$ cat src/rtl/uart_cmd_pkg.sv
// rtl/uart_cmd_pkg.sv - shared types, widths and sizing helpers for the UART command framer
package uart_cmd_pkg;

  localparam int BYTE_W = 8;

  typedef enum logic {
    IDLE,
    COLLECT
  } rx_state_t;

  typedef enum logic [1:0] {
    TX_IDLE,
    TX_START,
    TX_BUSY
  } tx_state_t;

  // bits needed to hold the value n itself (counters that reach n)
  function automatic int cnt_w(input int n);
    return (n < 2) ? 1 : $clog2(n + 1);
  endfunction

  // bits needed to index n entries
  function automatic int ptr_w(input int n);
    return (n < 2) ? 1 : $clog2(n);
  endfunction

endpackage

$ cat src/rtl/uart_cmd_framer_if.sv
// rtl/uart_cmd_framer_if.sv - UART, command and response signals of the framer
interface uart_cmd_framer_if #(
  parameter int CMD_BYTES = 2
);
  import uart_cmd_pkg::*;

  logic                        rx_rdy;
  logic [BYTE_W-1:0]           rx_data;
  logic                        clr_rx_rdy;
  logic [BYTE_W*CMD_BYTES-1:0] cmd;
  logic                        cmd_rdy;
  logic                        clr_cmd_rdy;
  logic                        cmd_ovr;
  logic                        frame_err;
  logic                        resp_wr;
  logic [BYTE_W-1:0]           resp;
  logic                        resp_full;
  logic                        tx_trmt;
  logic [BYTE_W-1:0]           tx_data;
  logic                        tx_done;

  modport master (
    output rx_rdy, rx_data, clr_cmd_rdy, resp_wr, resp, tx_done,
    input  clr_rx_rdy, cmd, cmd_rdy, cmd_ovr, frame_err, resp_full, tx_trmt, tx_data
  );

  modport slave (
    input  rx_rdy, rx_data, clr_cmd_rdy, resp_wr, resp, tx_done,
    output clr_rx_rdy, cmd, cmd_rdy, cmd_ovr, frame_err, resp_full, tx_trmt, tx_data
  );

endinterface

$ cat src/rtl/resp_fifo.sv
// rtl/resp_fifo.sv - power-of-two response byte FIFO, writes to a full FIFO are dropped
module resp_fifo
  import uart_cmd_pkg::*;
#(
  parameter int DEPTH = 4,
  parameter int WIDTH = 8
) (
  input  logic             clk,
  input  logic             rst,
  input  logic             wr,
  input  logic [WIDTH-1:0] din,
  input  logic             rd,
  output logic [WIDTH-1:0] dout,
  output logic             empty,
  output logic             full
);
  localparam int PW = ptr_w(DEPTH);
  localparam int CW = cnt_w(DEPTH);

  logic [WIDTH-1:0] mem [DEPTH];
  logic [PW-1:0]    wptr;
  logic [PW-1:0]    rptr;
  logic [CW-1:0]    count;
  logic             do_wr;
  logic             do_rd;

  // full is judged before any same-cycle pop, so a pop never rescues a write
  assign do_wr = wr && !full;
  assign do_rd = rd && !empty;
  assign full  = (count == CW'(DEPTH));
  assign empty = (count == '0);
  assign dout  = mem[rptr];

  always_ff @(posedge clk) begin
    if (do_wr) mem[wptr] <= din;
  end

  always_ff @(posedge clk) begin
    if (rst) begin
      wptr  <= '0;
      rptr  <= '0;
      count <= '0;
    end else begin
      if (do_wr) wptr <= wptr + 1'b1;
      if (do_rd) rptr <= rptr + 1'b1;
      count <= count + CW'(do_wr) - CW'(do_rd);
    end
  end

endmodule

$ cat src/rtl/uart_cmd_framer.sv
// rtl/uart_cmd_framer.sv - assembles UART bytes into commands and serialises queued responses
module uart_cmd_framer
  import uart_cmd_pkg::*;
#(
  parameter int CMD_BYTES   = 2,
  parameter int TIMEOUT_CYC = 50000,
  parameter int RESP_DEPTH  = 4
) (
  input logic              clk,
  input logic              rst,
  uart_cmd_framer_if.slave bus
);
  localparam int CMD_W = BYTE_W * CMD_BYTES;
  localparam int BCW   = cnt_w(CMD_BYTES);
  localparam int TW    = cnt_w(TIMEOUT_CYC);
  localparam logic [BCW-1:0] LAST_IDX = BCW'(CMD_BYTES - 1);
  localparam logic [TW-1:0]  T_LAST   = TW'((TIMEOUT_CYC > 0) ? TIMEOUT_CYC - 1 : 0);

  rx_state_t        rx_state;
  logic [BCW-1:0]   byte_cnt;
  logic [TW-1:0]    timer;
  logic [CMD_W-1:0] shift_q;
  logic [CMD_W-1:0] shift_next;
  logic             complete;
  logic             overrun;
  logic             timed_out;

  tx_state_t        tx_state;
  logic             busy_first;
  logic             fifo_pop;
  logic             fifo_empty;
  logic [BYTE_W-1:0] fifo_dout;

  assign bus.clr_rx_rdy = bus.rx_rdy;
  // oldest bytes fall off the top, so stale bits never survive a full frame
  assign shift_next = CMD_W'({shift_q, bus.rx_data});
  assign complete   = bus.rx_rdy && ((rx_state == IDLE && CMD_BYTES == 1) ||
                                     (rx_state == COLLECT && byte_cnt == LAST_IDX));
  assign overrun    = complete && bus.cmd_rdy && !bus.clr_cmd_rdy;
  assign timed_out  = (TIMEOUT_CYC != 0) && (rx_state == COLLECT) && !bus.rx_rdy &&
                      (timer == T_LAST);

  always_ff @(posedge clk) begin
    if (rst) begin
      rx_state      <= IDLE;
      byte_cnt      <= '0;
      timer         <= '0;
      shift_q       <= '0;
      bus.cmd       <= '0;
      bus.cmd_rdy   <= 1'b0;
      bus.cmd_ovr   <= 1'b0;
      bus.frame_err <= 1'b0;
    end else begin
      bus.frame_err <= timed_out;
      if (complete) begin
        rx_state <= IDLE;
        byte_cnt <= '0;
        timer    <= '0;
        bus.cmd  <= shift_next;
      end else if (bus.rx_rdy) begin
        rx_state <= COLLECT;
        byte_cnt <= byte_cnt + 1'b1;
        timer    <= '0;
        shift_q  <= shift_next;
      end else if (timed_out) begin
        rx_state <= IDLE;
        byte_cnt <= '0;
        timer    <= '0;
      end else if (rx_state == COLLECT && TIMEOUT_CYC != 0) begin
        timer <= timer + 1'b1;
      end

      if (complete) bus.cmd_rdy <= 1'b1;
      else if (bus.clr_cmd_rdy) bus.cmd_rdy <= 1'b0;

      if (overrun) bus.cmd_ovr <= 1'b1;
      else if (bus.clr_cmd_rdy) bus.cmd_ovr <= 1'b0;
    end
  end

  assign fifo_pop = (tx_state == TX_IDLE) && !fifo_empty;

  resp_fifo #(
    .DEPTH(RESP_DEPTH),
    .WIDTH(BYTE_W)
  ) u_resp_fifo (
    .clk  (clk),
    .rst  (rst),
    .wr   (bus.resp_wr),
    .din  (bus.resp),
    .rd   (fifo_pop),
    .dout (fifo_dout),
    .empty(fifo_empty),
    .full (bus.resp_full)
  );

  // the UART cannot raise tx_done in the cycle right after the strobe, so that cycle is skipped
  always_ff @(posedge clk) begin
    if (rst) begin
      tx_state    <= TX_IDLE;
      busy_first  <= 1'b0;
      bus.tx_trmt <= 1'b0;
      bus.tx_data <= '0;
    end else begin
      bus.tx_trmt <= 1'b0;
      case (tx_state)
        TX_IDLE: begin
          if (!fifo_empty) begin
            bus.tx_data <= fifo_dout;
            bus.tx_trmt <= 1'b1;
            tx_state    <= TX_START;
          end
        end
        TX_START: begin
          busy_first <= 1'b1;
          tx_state   <= TX_BUSY;
        end
        TX_BUSY: begin
          if (busy_first) busy_first <= 1'b0;
          else if (bus.tx_done) tx_state <= TX_IDLE;
        end
        default: tx_state <= TX_IDLE;
      endcase
    end
  end

endmodule

$ cat src/flat_wrapper.sv
// flat-port wrapper written by rule: the top's interface ports become plain ports
module uart_cmd_framer_flat import uart_cmd_pkg::*;
#(
  parameter int CMD_BYTES   = 2,
  parameter int TIMEOUT_CYC = 50000,
  parameter int RESP_DEPTH  = 4
)
  (clk, rst, bus_rx_rdy, bus_rx_data, bus_clr_cmd_rdy, bus_resp_wr, bus_resp, bus_tx_done, bus_clr_rx_rdy, bus_cmd, bus_cmd_rdy, bus_cmd_ovr, bus_frame_err, bus_resp_full, bus_tx_trmt, bus_tx_data);
  uart_cmd_framer_if #(.CMD_BYTES(CMD_BYTES)) bus_i ();
  input logic clk;
  input logic rst;
  input wire logic [$bits(bus_i.rx_rdy)-1:0] bus_rx_rdy;
  input wire logic [$bits(bus_i.rx_data)-1:0] bus_rx_data;
  input wire logic [$bits(bus_i.clr_cmd_rdy)-1:0] bus_clr_cmd_rdy;
  input wire logic [$bits(bus_i.resp_wr)-1:0] bus_resp_wr;
  input wire logic [$bits(bus_i.resp)-1:0] bus_resp;
  input wire logic [$bits(bus_i.tx_done)-1:0] bus_tx_done;
  output wire logic [$bits(bus_i.clr_rx_rdy)-1:0] bus_clr_rx_rdy;
  output wire logic [$bits(bus_i.cmd)-1:0] bus_cmd;
  output wire logic [$bits(bus_i.cmd_rdy)-1:0] bus_cmd_rdy;
  output wire logic [$bits(bus_i.cmd_ovr)-1:0] bus_cmd_ovr;
  output wire logic [$bits(bus_i.frame_err)-1:0] bus_frame_err;
  output wire logic [$bits(bus_i.resp_full)-1:0] bus_resp_full;
  output wire logic [$bits(bus_i.tx_trmt)-1:0] bus_tx_trmt;
  output wire logic [$bits(bus_i.tx_data)-1:0] bus_tx_data;
  assign bus_i.rx_rdy = bus_rx_rdy;
  assign bus_i.rx_data = bus_rx_data;
  assign bus_i.clr_cmd_rdy = bus_clr_cmd_rdy;
  assign bus_i.resp_wr = bus_resp_wr;
  assign bus_i.resp = bus_resp;
  assign bus_i.tx_done = bus_tx_done;
  assign bus_clr_rx_rdy = bus_i.clr_rx_rdy;
  assign bus_cmd = bus_i.cmd;
  assign bus_cmd_rdy = bus_i.cmd_rdy;
  assign bus_cmd_ovr = bus_i.cmd_ovr;
  assign bus_frame_err = bus_i.frame_err;
  assign bus_resp_full = bus_i.resp_full;
  assign bus_tx_trmt = bus_i.tx_trmt;
  assign bus_tx_data = bus_i.tx_data;
  uart_cmd_framer #(.CMD_BYTES(CMD_BYTES), .TIMEOUT_CYC(TIMEOUT_CYC), .RESP_DEPTH(RESP_DEPTH)) u_core (.clk(clk), .rst(rst), .bus(bus_i));
endmodule
$ cat config.mk
export PLATFORM = sky130hd
export DESIGN_NAME = uart_cmd_framer_flat
export DESIGN_NICKNAME = d
export VERILOG_FILES = /design/src/rtl/uart_cmd_pkg.sv /design/src/rtl/uart_cmd_framer_if.sv /design/src/rtl/resp_fifo.sv /design/src/rtl/uart_cmd_framer.sv /design/src/flat_wrapper.sv
export SDC_FILE = /design/constraint.sdc
export NUM_CORES = 1
export LEC_CHECK = 0
export CAP_MARGIN = 15
export CORE_UTILIZATION = 56
export CTS_CLUSTER_DIAMETER = 40
export DETAILED_ROUTE_END_ITERATION = 7
export DONT_BUFFER_PORTS = 1
export PLACE_DENSITY_LB_ADDON = 0.12
export SYNTH_ARGS = -nofsm -noshare
export SYNTH_HDL_FRONTEND = slang
export SYNTH_HIERARCHICAL = 1
export SYNTH_SLANG_ARGS = --single-unit
$ cat constraint.sdc
create_clock -name clk -period 2.7 [get_ports clk]
set_input_delay 0.54 -clock clk [delete_from_list [all_inputs] [get_ports clk]]
set_output_delay 0.54 -clock clk [all_outputs]
set_load 0.02 [all_outputs]
# Word-level counts from Yosys, hierarchy flattened
# Memories as Yosys holds them, arrays and structs flattened. A register that Yosys moved wholly into a read port is not among the register bits.
# Cells that the tools add are included.
[classes]
n_shift = 0
order_cmp = 0
muxes = 15
n_reduce_logical = 25
div = 0
n_mul = 0
add_sub_neg = 6
eq_ne = 8
bitwise_logic = 3
[op_table]
columns = ["op", "n"]
rows = [
  ["adder 16 x 1 -> 16 bit, second input constant", 1],
  ["equality test 16 bit, second input constant", 1],
  ["two-way mux 2 bit", 5],
  ["logical AND 1 bit", 9],
  ["two-way mux 1 bit", 8],
  ["nonzero test 2 bit", 4],
  ["adder 2 x 1 -> 2 bit, second input constant", 3],
  ["!= test 2 bit, second input constant", 3],
  ["case mux 2 bit (3 select lines)", 1],
  ["equality test 2 x 1 -> 1 bit, second input constant", 2],
  ["zero test 1 bit", 4],
  ["AND reduction 2 bit", 2],
  ["OR reduction 2 bit", 2],
  ["OR reduction 4 bit", 1],
  ["adder 3 x 1 -> 3 bit", 1],
  ["equality test 3 bit, second input constant", 1],
  ["zero test 3 bit", 1],
  ["inverter 1 bit", 3],
  ["AND reduction 3 bit", 1],
  ["subtractor 3 x 1 -> 3 bit", 1],
  ["equality test 2 bit, second input constant", 1],
  ["zero test 2 bit", 1],
  ["case mux 1 bit (2 select lines)", 1],
]
[word_totals]
output_inout_bits = 30
rom_bits = 0
ff_bits = 57
in_bits = 22
n_memories = 1
mem_bits_rw = 32
latchBits = 0
[mem_list]
columns = ["memory", "words", "width", "rd", "rd_ports_with_merged_regs", "write_ports", "line_no", "source"]
rows = [
  ["u_core.u_resp_fifo.mem", 4, 8, 1, 1, 1, "resp_fifo.sv:20", "logic [WIDTH-1:0] mem [DEPTH];"],
]

# Depth between registers and ports, before layout
[logic_depth]
depth_word = 6
mapped_depth = 14
mapped_depth_nobuf = 13

# Hierarchy
# The synthesis kept the hierarchy.
[by_module_without_submodules]
columns = ["mod", "area_per_inst_um2", "cells_each", "n_inst"]
rows = [
  ["uart_cmd_framer", 2308.5, 270, 1],
  ["resp_fifo", 1629.1, 93, 1],
]

# Worst setup path before layout
# OpenSTA, ideal clock, no wires.
[synth_path]
kind = "register -> register"
startpoint = "reg u_core.u_resp_fifo.count[2]"
endpoint = "reg u_core.u_resp_fifo.count[2]"
required_ns = 2.575
n_path_buf = 1
setup_time_ns = 0.125
period_less_slack_ns = 2.547
stages_incl_launch_ff = 14
arrival_time_ns = 2.423
setup_slack_ns = 0.153
path_cell_list = "dfxtp_1 > nor3_2 > nand2b_1 > buf_2 > clkinv_1 > o31ai_1 > inv_1 > ha_1 > inv_1 > ha_1 > fa_1 > xnor2_1 > xnor2_1 > nor2_1"
[synth_via]
elab_chain_len = 5
[synth_rtl]
columns = ["item", "line_no", "source"]
rows = [
  ["start, declared", "resp_fifo.sv:23", "logic [CW-1:0] count;"],
  ["start signal, assigned", "resp_fifo.sv:46", "count <= count + CW'(do_wr) - CW'(do_rd);"],
  ["zero test 3 bit", "resp_fifo.sv:31", "assign empty = (count == '0);"],
  ["via u_core.fifo_empty", "uart_cmd_framer.sv:31", "logic fifo_empty;"],
  ["zero test 1 bit", "uart_cmd_framer.sv:81", "assign fifo_pop = (tx_state == TX_IDLE) && !fifo_empty;"],
  ["logical AND 1 bit", "uart_cmd_framer.sv:81", ""],
  ["via u_core.fifo_pop", "uart_cmd_framer.sv:30", "logic fifo_pop;"],
  ["logical AND 1 bit", "resp_fifo.sv:29", "assign do_rd = rd && !empty;"],
  ["via u_core.u_resp_fifo.do_rd", "resp_fifo.sv:25", "logic do_rd;"],
  ["subtractor 3 x 1 -> 3 bit", "resp_fifo.sv:46", ""],
]
# The timed path passes the listed nets, and every way through them passes these cells.
# A chain may end at the register's enable or synchronous reset.

# Final worst setup path
# Ends and elaborated chain as after synthesis.

==> results.py <==
metrics = {
    "status": {
        "status": "complete, no violations",
    },
    "worst_setup_path": {
        "critical-path-top-delay-family": "adder cells",
        "path_max_fanout": 4,
        "cp_num_buf_inv": 3,
        "end_kind": "flop",
        "cp.arrival_ps": 2640,
        "path_cells": "nor3_2 -> nand2b_1 -> clkinv_1 -> o31ai_1 -> inv_1 -> ha_1 -> inv_1 -> ha_1 -> fa_1 -> xnor2_1 -> xnor2_1 -> nor2_1",
        "cp_slowest_stage_delay_ps": 370,
        "critical_path_required_ps": 2950,
        "cpMaxStageDelayCell": "fa_1",
        "worst_setup_path_start_kind": "flop",
        "crit_type": "reg2reg",
    },
    "cts": {
        "cts_buffers": 9,
        "clock-sinks": 99,
        "hold_buffers": 0,
        "cts_tree": "yes",
        "clk_pin_slew_ps": 90,
        "post_cts_buffers": 0,
        "cts_root_buf": "clkbuf_8",
        "clock_latency_ps": 360,
        "clk_path_buf_depth": 2,
        "ctsHtreeMaxLevel": 3,
        "cts_resized": 0,
    },
    "detailed_routing": {
        "drc_errors": 0,
        "wl_per_cell_um": 13.7,
        "wl_met2_um": 2950,
        "routed_wl_um": 6350,
        "wl_met3_um": 308,
        "routed-via-count": 2459,
        "ant_nets": 0,
        "top_layer": "met4",
        "wl_met1_um": 2980,
        "dr.pass1.iters": 4,
        "drt-initial-drc-count": 149,
        "viasPerCell": 5.32,
    },
    "hold_path": {
        "hold_path.class": "in2reg",
    },
    "power_and_ir_drop": {
        "ir_drop_v": 0.000472,
        "power.internal_mw": 2.45,
        "p_per_area_nw_per_um2": 832,
        "pwr-share-clk_pct": 26.0,
        "power_frac_comb_pct": 19.2,
        "p_seq_share_pct": 54.8,
        "p_switching_mw": 1.05,
        "swShare_pct": 29.9,
        "power.leakage_nw": 1.45,
    },
    "timing": {
        "whs_ps": 246,
        "final-setup-viol-count": 0,
        "fin_ws_ps": 311,
        "max_slew_margin_pct": 61.7,
        "period_share_pct": 88.5,
        "layout_min_cycle_time_ps": 2390,
        "worstMarginPinSlew_ps": 574,
        "rsz0062_at_grt": "false",
        "tns_ps": 0,
        "max_clock_freq_mhz": 419,
        "finClkSkew_ps": 11.5,
        "hold_viol_final": 0,
        "slew_violations": 0,
    },
    "synthesis": {
        "yosysSeqAreaShare_pct": 58.5,
        "syn-cell-area_um2": 3940,
        "syn_avg_cell_area_um2": 10.8,
        "yosysWarningCount": 6,
        "ys_top_cells_by_area": "dfxtp_1, edfxtp_1, nand2_1",
        "synth_top_cell_area_share_pct": 34.1,
        "synth_seq_cells": 99,
        "yosys.area.top_type": "dfxtp_1",
        "syn_inst": 363,
        "syn_nets": 398,
        "synth.distinct_cells": 41,
    },
    "final_layout": {
        "final_common_cell": "nand2_1",
        "n_fill_cell": 574,
        "design_area_um2": 4200,
        "final_cell_mix": "nand2_1, dfxtp_1, a21oi_1",
        "antenna_cells": 0,
        "post_route_cells_drive_above_1_share_pct": 9.84,
        "num-nets-final": 396,
        "fin_util_pct": 61.8,
        "syn_to_final_growth_pct": 6.61,
    },
    "global_routing": {
        "grt_pass1_wl_um": 10600,
        "grt_pass1_vias": 2266,
        "grtUsageTotal_pct": 18.9,
        "grt_overflow": 0,
        "grt_max_degree": 52,
        "antenna_found_initial": 0,
    },
    "place": {
        "hpwl_um": 4250,
        "dpl_cell_area_um2": 4000,
        "gp_congestion": 0.733,
        "io_buffers": 0,
        "dp_slack_ps": 307,
    },
    "floorplan": {
        "start_util_pct": 58.0,
        "ios": 52,
        "die_height_um": 85.9,
        "core_area_um2": 6790,
        "dieArea_um2": 7370,
        "fp-row-count": 30,
        "die_w_um": 85.9,
    },
    "flow_run": {
        "drv_cap": 0,
    },
}
-- registers in the layout, indices dropped and copies added (netlist names), named ones only --
register	count
u_core/byte_cnt	2
u_core/timer	16
u_core/rx_state	1
u_core/u_resp_fifo/wptr	2
u_core/bus.tx_trmt	1
u_core/bus.cmd_rdy	1
u_core/bus.frame_err	1
u_core/u_resp_fifo/count	3
u_core/tx_state	2
u_core/shift_q	8
u_core/u_resp_fifo/mem	32
u_core/bus.cmd	16
u_core/bus.cmd_ovr	1
u_core/busy_first	1
u_core/bus.tx_data	8
u_core/u_resp_fifo/rptr	2
-- per-layer routing --
layer  track usage [%]  vias up
met1              26.3     1160
met4              9.55        0
met5                 0        -
met3              3.95       10
li1                  -     1231
met2              28.2       58
-- worst paths after layout --
path / cells after the start / start / to / slack [ps]
worst min-delay path: 1 / bus_clr_cmd_rdy / u_core/bus.cmd_ovr / 250
worst max-delay path: 12 / u_core/u_resp_fifo/count[2] / u_core/u_resp_fifo/count[2] / 310
worst max register to register: 12 / u_core/u_resp_fifo/count[2] / u_core/u_resp_fifo/count[2] / 310
worst min register to register: 2 / u_core/shift_q[6] / u_core/bus.cmd[14] / 450
-- power groups by stage --
stage | Combinational, mW | Clock, mW | Sequential [mW]
floorplan | 0.591 | 0 | 1.89
global placement | 0.662 | 0 | 1.95
detailed placement | 0.679 | 0 | 1.96
CTS | 0.684 | 0.940 | 1.92
global route | 0.767 | 0.996 | 1.95
finish | 0.670 | 0.909 | 1.91
-- cell families after synthesis --
kind of cell             synth area share (%)
AO/OA/AOI/OAI                            6.10
XOR/XNOR                                 4.00
adder cells (fa/ha/maj)                  4.32
buffers and inverters                    3.69
flip-flops                               58.5
multiplexers                             5.85
AND/OR/NAND/NOR                          17.6
-- metrics by stage --
stage	power, mW	instances
after floorplan	2.48	363
after global placement	2.61	446
after detailed placement	2.64	446
after CTS	3.55	462
after global routing	3.71	462
final	3.49	462
-- final cells by class --
type                       count  area (µm²)  area share (%)
tap                           96         120            2.86
timing repair buffer           4        30.0           0.715
multi-input combinational    231        1490            35.5
inverter                      16        60.1            1.43
clock inverter                 5        41.3           0.984
clock buffer                  11         154            3.67
sequential                    99        2300            54.8
-- synthesized netlist by cell type --
master    number
edfxtp_1      32
nand2b_1       5
mux2i_1        5
xnor2_1       13
mux4_2         8
nand4_4        1
buf_6          1
dfxtp_1       67
buf_1          1
nand4_1        5
nand2_1       71
clkbuf_1       8
o21ai_0        3
ha_1          12
a22oi_1        1
nand4_2        1
and2_1         6
o21ai_4        1
fa_1           1
nor2_2         1
nor3_2         1
buf_2          5
or3_1          2
nand3_1        4
o31ai_1        1
nor3_1         5
nor3b_1        1
and3_1         3
nor4_1         5
a211oi_1       1
a21oi_1       36
nor4b_2        2
nor3b_2        1
nor2b_1        2
clkinv_1       1
nor2_1        26
nand3b_1       1
o22ai_1        1
xor2_1         5
buf_4          2
inv_1         15
Note: power is estimated with default switching activity, not from simulation.
